File: config.mk
export PLATFORM = sky130hd
export DESIGN_NAME = sram_arbiter
export DESIGN_NICKNAME = d
export VERILOG_FILES = /design/src/rtl/sram_arbiter_pkg.sv /design/src/rtl/sram_arb_grant.sv /design/src/rtl/sram_arbiter.sv
export SDC_FILE = /design/constraint.sdc
export NUM_CORES = 1
export LEC_CHECK = 0
export CELL_PAD_IN_SITES_DETAIL_PLACEMENT = 0
export CELL_PAD_IN_SITES_GLOBAL_PLACEMENT = 1
export CORE_MARGIN = 3
export CORE_UTILIZATION = 33
export DETAILED_ROUTE_END_ITERATION = 10
export GPL_TIMING_DRIVEN = 0
export PLACE_DENSITY = 0.91
export SLEW_MARGIN = 40
export SYNTH_ARGS = -nofsm -noshare
export SYNTH_HDL_FRONTEND = slang
export SYNTH_SLANG_ARGS = --single-unit
File: constraint.sdc
create_clock -name clk -period 4.6 [get_ports clk]
set_input_delay 0.69 -clock clk [delete_from_list [all_inputs] [get_ports clk]]
set_output_delay 0.69 -clock clk [all_outputs]
set_load 0.01 [all_outputs]
File: src/rtl/sram_arbiter_pkg.sv
// Shared types for the SRAM arbiter between the CPU ibus/dbus ports and sram_controller.
package sram_arbiter_pkg;

  typedef logic [19:0] Ram_addr_t;
  typedef logic [31:0] Word_t;
  typedef logic        Bit_t;
  typedef logic [3:0]  Byte_mask_t;

  typedef enum logic [1:0] {
    IDLE,
    ACCESS,
    DONE
  } Sram_arb_state_t;

  typedef enum logic {
    OWNER_IBUS,
    OWNER_DBUS
  } Sram_owner_t;

  localparam Byte_mask_t FULL_MASK = 4'b1111;

endpackage

File: src/rtl/sram_arb_grant.sv
// Combinational grant picker for the SRAM arbiter.
// SRAM_ARBITER_ROUND_ROBIN_EN selects round-robin on contention; otherwise dbus has fixed priority.
module sram_arb_grant
  import sram_arbiter_pkg::*;
(
  input  logic        ibus_req_i,
  input  logic        dbus_req_i,
  input  Sram_owner_t last_grant_i,
  output Sram_owner_t owner_o,
  output logic        grant_valid_o
);

  assign grant_valid_o = ibus_req_i | dbus_req_i;

`ifdef SRAM_ARBITER_ROUND_ROBIN_EN
  always_comb begin
    owner_o = OWNER_IBUS;
    if (ibus_req_i && dbus_req_i) begin
      owner_o = (last_grant_i == OWNER_DBUS) ? OWNER_IBUS : OWNER_DBUS;
    end else if (dbus_req_i) begin
      owner_o = OWNER_DBUS;
    end
  end
`else
  // Fixed priority ignores history; ibus can starve under continuous dbus traffic.
  logic unused_last_grant;
  assign unused_last_grant = last_grant_i;
  assign owner_o = dbus_req_i ? OWNER_DBUS : OWNER_IBUS;
`endif

endmodule

File: src/rtl/sram_arbiter.sv
// Shares one sram_controller between ibus (fetch) and dbus (load/store): latch, hold for
// ACCESS_CYCLES, then pulse ready for one cycle. Contention policy set by SRAM_ARBITER_ROUND_ROBIN_EN.
module sram_arbiter
  import sram_arbiter_pkg::*;
#(
  parameter int ACCESS_CYCLES = 2,
  parameter int CNT_W         = 3
) (
  input  logic       clk,
  input  logic       rst,
  input  Ram_addr_t  ibus_addr,
  input  logic       ibus_read,
  output Word_t      ibus_data_read,
  output logic       ibus_ready,
  input  Ram_addr_t  dbus_addr,
  input  logic       dbus_read,
  input  logic       dbus_write,
  input  Word_t      dbus_data_write,
  input  Byte_mask_t dbus_byte_mask,
  output Word_t      dbus_data_read,
  output logic       dbus_ready,
  output Ram_addr_t  ctrl_addr,
  output logic       ctrl_read_op,
  output logic       ctrl_write_op,
  output Word_t      ctrl_data_write,
  output Byte_mask_t ctrl_byte_mask,
  input  Word_t      ctrl_data_read
);

  Sram_arb_state_t  state_q;
  logic [CNT_W-1:0] cnt_q;
  Sram_owner_t      owner_q;
  Sram_owner_t      last_grant_q;
  Ram_addr_t        ctrl_addr_q;
  logic             ctrl_read_op_q;
  logic             ctrl_write_op_q;
  Word_t            ctrl_data_write_q;
  Byte_mask_t       ctrl_byte_mask_q;
  Word_t            ibus_data_read_q;
  Word_t            dbus_data_read_q;
  logic             ibus_ready_q;
  logic             dbus_ready_q;

  Sram_owner_t      grant_owner;
  logic             grant_valid;

  sram_arb_grant u_grant (
    .ibus_req_i    (ibus_read),
    .dbus_req_i    (dbus_read | dbus_write),
    .last_grant_i  (last_grant_q),
    .owner_o       (grant_owner),
    .grant_valid_o (grant_valid)
  );

  always_ff @(posedge clk or posedge rst) begin
    if (rst) begin
      state_q           <= IDLE;
      cnt_q             <= '0;
      owner_q           <= OWNER_IBUS;
      last_grant_q      <= OWNER_IBUS;
      ctrl_addr_q       <= '0;
      ctrl_read_op_q    <= 1'b0;
      ctrl_write_op_q   <= 1'b0;
      ctrl_data_write_q <= '0;
      ctrl_byte_mask_q  <= '0;
      ibus_data_read_q  <= '0;
      dbus_data_read_q  <= '0;
      ibus_ready_q      <= 1'b0;
      dbus_ready_q      <= 1'b0;
    end else begin
      ibus_ready_q <= 1'b0;
      dbus_ready_q <= 1'b0;
      case (state_q)
        IDLE: begin
          if (grant_valid) begin
            owner_q      <= grant_owner;
            last_grant_q <= grant_owner;
            cnt_q        <= CNT_W'(ACCESS_CYCLES - 1);
            state_q      <= ACCESS;
            if (grant_owner == OWNER_DBUS) begin
              // A simultaneous read+write request is served as a write only.
              ctrl_addr_q       <= dbus_addr;
              ctrl_write_op_q   <= dbus_write;
              ctrl_read_op_q    <= ~dbus_write;
              ctrl_data_write_q <= dbus_write ? dbus_data_write : '0;
              ctrl_byte_mask_q  <= dbus_write ? dbus_byte_mask : FULL_MASK;
            end else begin
              ctrl_addr_q       <= ibus_addr;
              ctrl_write_op_q   <= 1'b0;
              ctrl_read_op_q    <= 1'b1;
              ctrl_data_write_q <= '0;
              ctrl_byte_mask_q  <= FULL_MASK;
            end
          end
        end
        ACCESS: begin
          if (cnt_q == '0) begin
            if (ctrl_read_op_q) begin
              if (owner_q == OWNER_DBUS) dbus_data_read_q <= ctrl_data_read;
              else                       ibus_data_read_q <= ctrl_data_read;
            end
            ctrl_read_op_q  <= 1'b0;
            ctrl_write_op_q <= 1'b0;
            dbus_ready_q    <= (owner_q == OWNER_DBUS);
            ibus_ready_q    <= (owner_q == OWNER_IBUS);
            state_q         <= DONE;
          end else begin
            cnt_q <= cnt_q - CNT_W'(1);
          end
        end
        DONE:    state_q <= IDLE;
        default: state_q <= IDLE;
      endcase
    end
  end

  assign ctrl_addr       = ctrl_addr_q;
  assign ctrl_read_op    = ctrl_read_op_q;
  assign ctrl_write_op   = ctrl_write_op_q;
  assign ctrl_data_write = ctrl_data_write_q;
  assign ctrl_byte_mask  = ctrl_byte_mask_q;
  assign ibus_data_read  = ibus_data_read_q;
  assign dbus_data_read  = dbus_data_read_q;
  assign ibus_ready      = ibus_ready_q;
  assign dbus_ready      = dbus_ready_q;

endmodule

==> results by group <==
Clock network
  • Longest Clk Path Bufs: 2
  • Clock tree root buffer cell: clkbuf_16
  • Cts bufs inserted: 17
  • Postcts setup bufs: 0
  • # hold bufs at CTS: 0
  • CTS tree: done
  • H-tree levels: 4
  • Skew-Pair Late Insertion Delay: 0.41 ns
  • Clk sinks: 130
  • Clock transition at path regs: 0.06 ns
  • Resized cells post-CTS: 0

Placement
  • Dpl ws: 1.92 ns
  • Hpwl dp: 11500 um
  • Cells after DPL: 851
  • IO Port Bufs: 236
  • RePlAce Congestion: 0.776

Timing
  • Sum Neg Setup Slack: 0 ns
  • Max-slew violations: 0
  • Worst-Margin Slew: 0.596 ns
  • Peak Freq: 447 MHz
  • Final period util: 48.7%
  • Hold Vio Cnt, Final: 0
  • Setup ws final: 2.36 ns
  • # setup viols final: 0
  • Minimum clock period: 2.24 ns
  • Slew HR: 60.2%
  • Skew final: 0.00784 ns
  • RSZ-0062 raised after global routing: false

Pwr
  • PwrDens: 677 nW/um2
  • Maximum vdd drop: 0.264 mV
  • Leakage power: 0.00368 uW
  • Total power: 5900 uW

Cells and area
  • Diodes inserted: 0
  • Final cell utilization of the core: 54.5%
  • Area grow syn2layout: 60.1%
  • Finished Layout Cells: 883
  • Proportion of layout cells with a drive suffix above 1: 23.5%
  • Final nets: 769

Yosys
  • Combinational family with the most area after synthesis: multiplexers
  • Top cells by area, synth: dfrtp_1 (60%), mux2_2 (15%), mux2_4 (8.3%)
  • Synth unique cells: 31
  • Post-synthesis sequential area ratio: 59.7%
  • Adder-Cell Fraction of Synth Area: 0.459%
  • Post-synth top area share: 59.7%
  • Syn Area/Cell: 13.7 um2
  • Syn Nets: 513
  • Post-Synth Simple-Gate Area: 5.95%
  • Cells after synthesis: 398
  • Synth warn: 0
  • XOR/XNOR Fraction of Synth Area: 0%
  • Synth Area in Compound Gates: 4.55%
  • Most area-hungry cell type in the Yosys netlist: dfrtp_1
  • Mux cell area share after synthesis: 23.9%
  • Mapped Area: 5450 um2
  • #FFs+latches synth: 130

Setup path
  • Worst Path Required: 4.90 ns
  • Critical path fanouts, max: 10
  • Setup crit start kind: input pin
  • CP Data Arrival Time: 2.54 ns
  • Worst setup path class: input pin to flop
  • CP endpoint kind: flop

Detailed routing
  • Post-route DRC: 0
  • Total wire length: 15300 um
  • DR iter-0 viols: 62
  • Post-DRT Antenna Nets: 0
  • Post-DR vias/cell: 4.65
  • Drt first pass iters: 6
  • Via count: 4107
  • Routed length per instance: 17.3 um

Floorplanning
  • Die area: 18100 um2
  • DIE HEIGHT: 135 um
  • Chip width: 135 um
  • Initial Utilization: 34.1%
  • CORE AREA: 16000 um2
  • Row cnt: 46
  • Io pins: 237

Run
  • Maximum Capacitance Violations: 0

Outcome
  • Status: finished, final reports clean

GRT
  • Residual overflow from global routing: 0
  • Global-route wire length before repair: 23800 um
  • Largest net degree at the start of global routing: 71
  • Vias in the first global route: 4436
  • Initial antenna violation count: 0
  • All-Layer GR Usage: 16.9%

Min path
  • Hold WC Path Type: flop to flop
-- critical path, cell delays in order --
cell,delay (ns)
clkdlybuf4s50_1,0.45
nor2_1,0.22
clkbuf_1,0.50
mux2_2,0.41
mux2_2,0.26
-- layout by cell type (no fill, tap or decap), types with 3 or more instances in the layout --
cell type	Yosys	routed
inv_1	35	34
o21a_1	5	5
clkbuf_16	0	17
mux2_4	30	30
clkdlybuf4s50_1	0	236
nand2_1	5	5
nor2_1	4	4
inv_6	0	5
dfrtp_1	130	130
nand3_1	32	32
buf_6	4	4
clkbuf_1	8	8
buf_8	3	3
inv_8	0	4
nand3b_1	4	4
o21ai_0	34	34
mux2_2	74	74
clkinvlp_4	0	3
buf_2	6	6
-- per-stage QoR --
| step | instance area (um2) | hold slack [ns] |
|---|---|---|
| global route | 8720 | 0.523 |
| CTS | 8720 | 0.505 |
| floorplan | 5450 | 0.452 |
| detailed placement | 8120 | 0.480 |
| global placement | 8080 | 0.475 |
| finish | 8720 | 0.502 |
-- logic make-up (layout without fill, tap and decap cells) --
logic type	Yosys count	after routing
buf+inv	59	328
fa+ha+maj	2	2
mux	106	106
simple gates	56	56
flops	130	130
compound gates	45	45
-- registers in the layout (all words and copies together), names as in the netlist --
signal,cells
cnt_q,3
ctrl_addr,20
ctrl_byte_mask,4
ctrl_data_write,32
ctrl_read_op,1
ctrl_write_op,1
dbus_data_read,32
dbus_ready,1
ibus_data_read,32
ibus_ready,1
owner_q,1
state_q,2
-- path summary, 6_finish.rpt --
check,slack [ns],to,cells after the start,start
worst max-delay path,2.36,ctrl_addr[6],5,dbus_write
worst min-delay path,0.50,ctrl_byte_mask[2],1,ctrl_byte_mask[2]
worst max register to register,2.65,dbus_data_read[4],8,cnt_q[0]
worst min register to register,0.50,ctrl_byte_mask[2],1,ctrl_byte_mask[2]
max in group asynchronous,3.22,dbus_data_read[13],3,rst
min in group asynchronous,0.73,ibus_data_read[22],2,rst
-- cell usage after synthesis --
library cell	instances
nand2_1	5
or2_2	1
ha_1	2
mux2_4	30
mux2_2	74
o21ai_0	34
nand3_1	32
nand3b_1	4
dfrtp_1	130
o21a_1	5
and3_4	1
a22o_1	1
mux2i_1	2
clkbuf_1	8
a21oi_1	2
nor3_1	1
and2b_1	1
nand3b_2	1
inv_1	35
buf_2	6
buf_6	4
o22ai_1	2
inv_4	1
buf_1	2
and2_1	2
nand4bb_4	1
nor2_1	4
nor2b_1	1
buf_8	3
a31o_2	1
nand2b_1	2
-- layer usage --
layer  track usage, %  share of wire, %
met5                0                 0
met4             5.83               1.4
met3             7.38               9.7
met2             28.6                49
met1             19.2                40
-- where the power goes --
group	switching (uW)	leakage (uW)	internal (uW)
registers	303	0.00158	1680
clock network	550	0.000290	833
logic	1010	0.00181	1530
total	1860	0.00368	4040
-- layout make-up --
type | instances | area [um2]
well taps | 216 | 270
repair buffers | 237 | 2390
clock inverters | 14 | 169
plain buffers | 23 | 158
clock buffers | 18 | 439
inverters | 36 | 145
fillers | 1363 | 7280
multi-input cells | 209 | 1900
flip-flops and latches | 130 | 3250
Power figures use the tool's default switching activity.
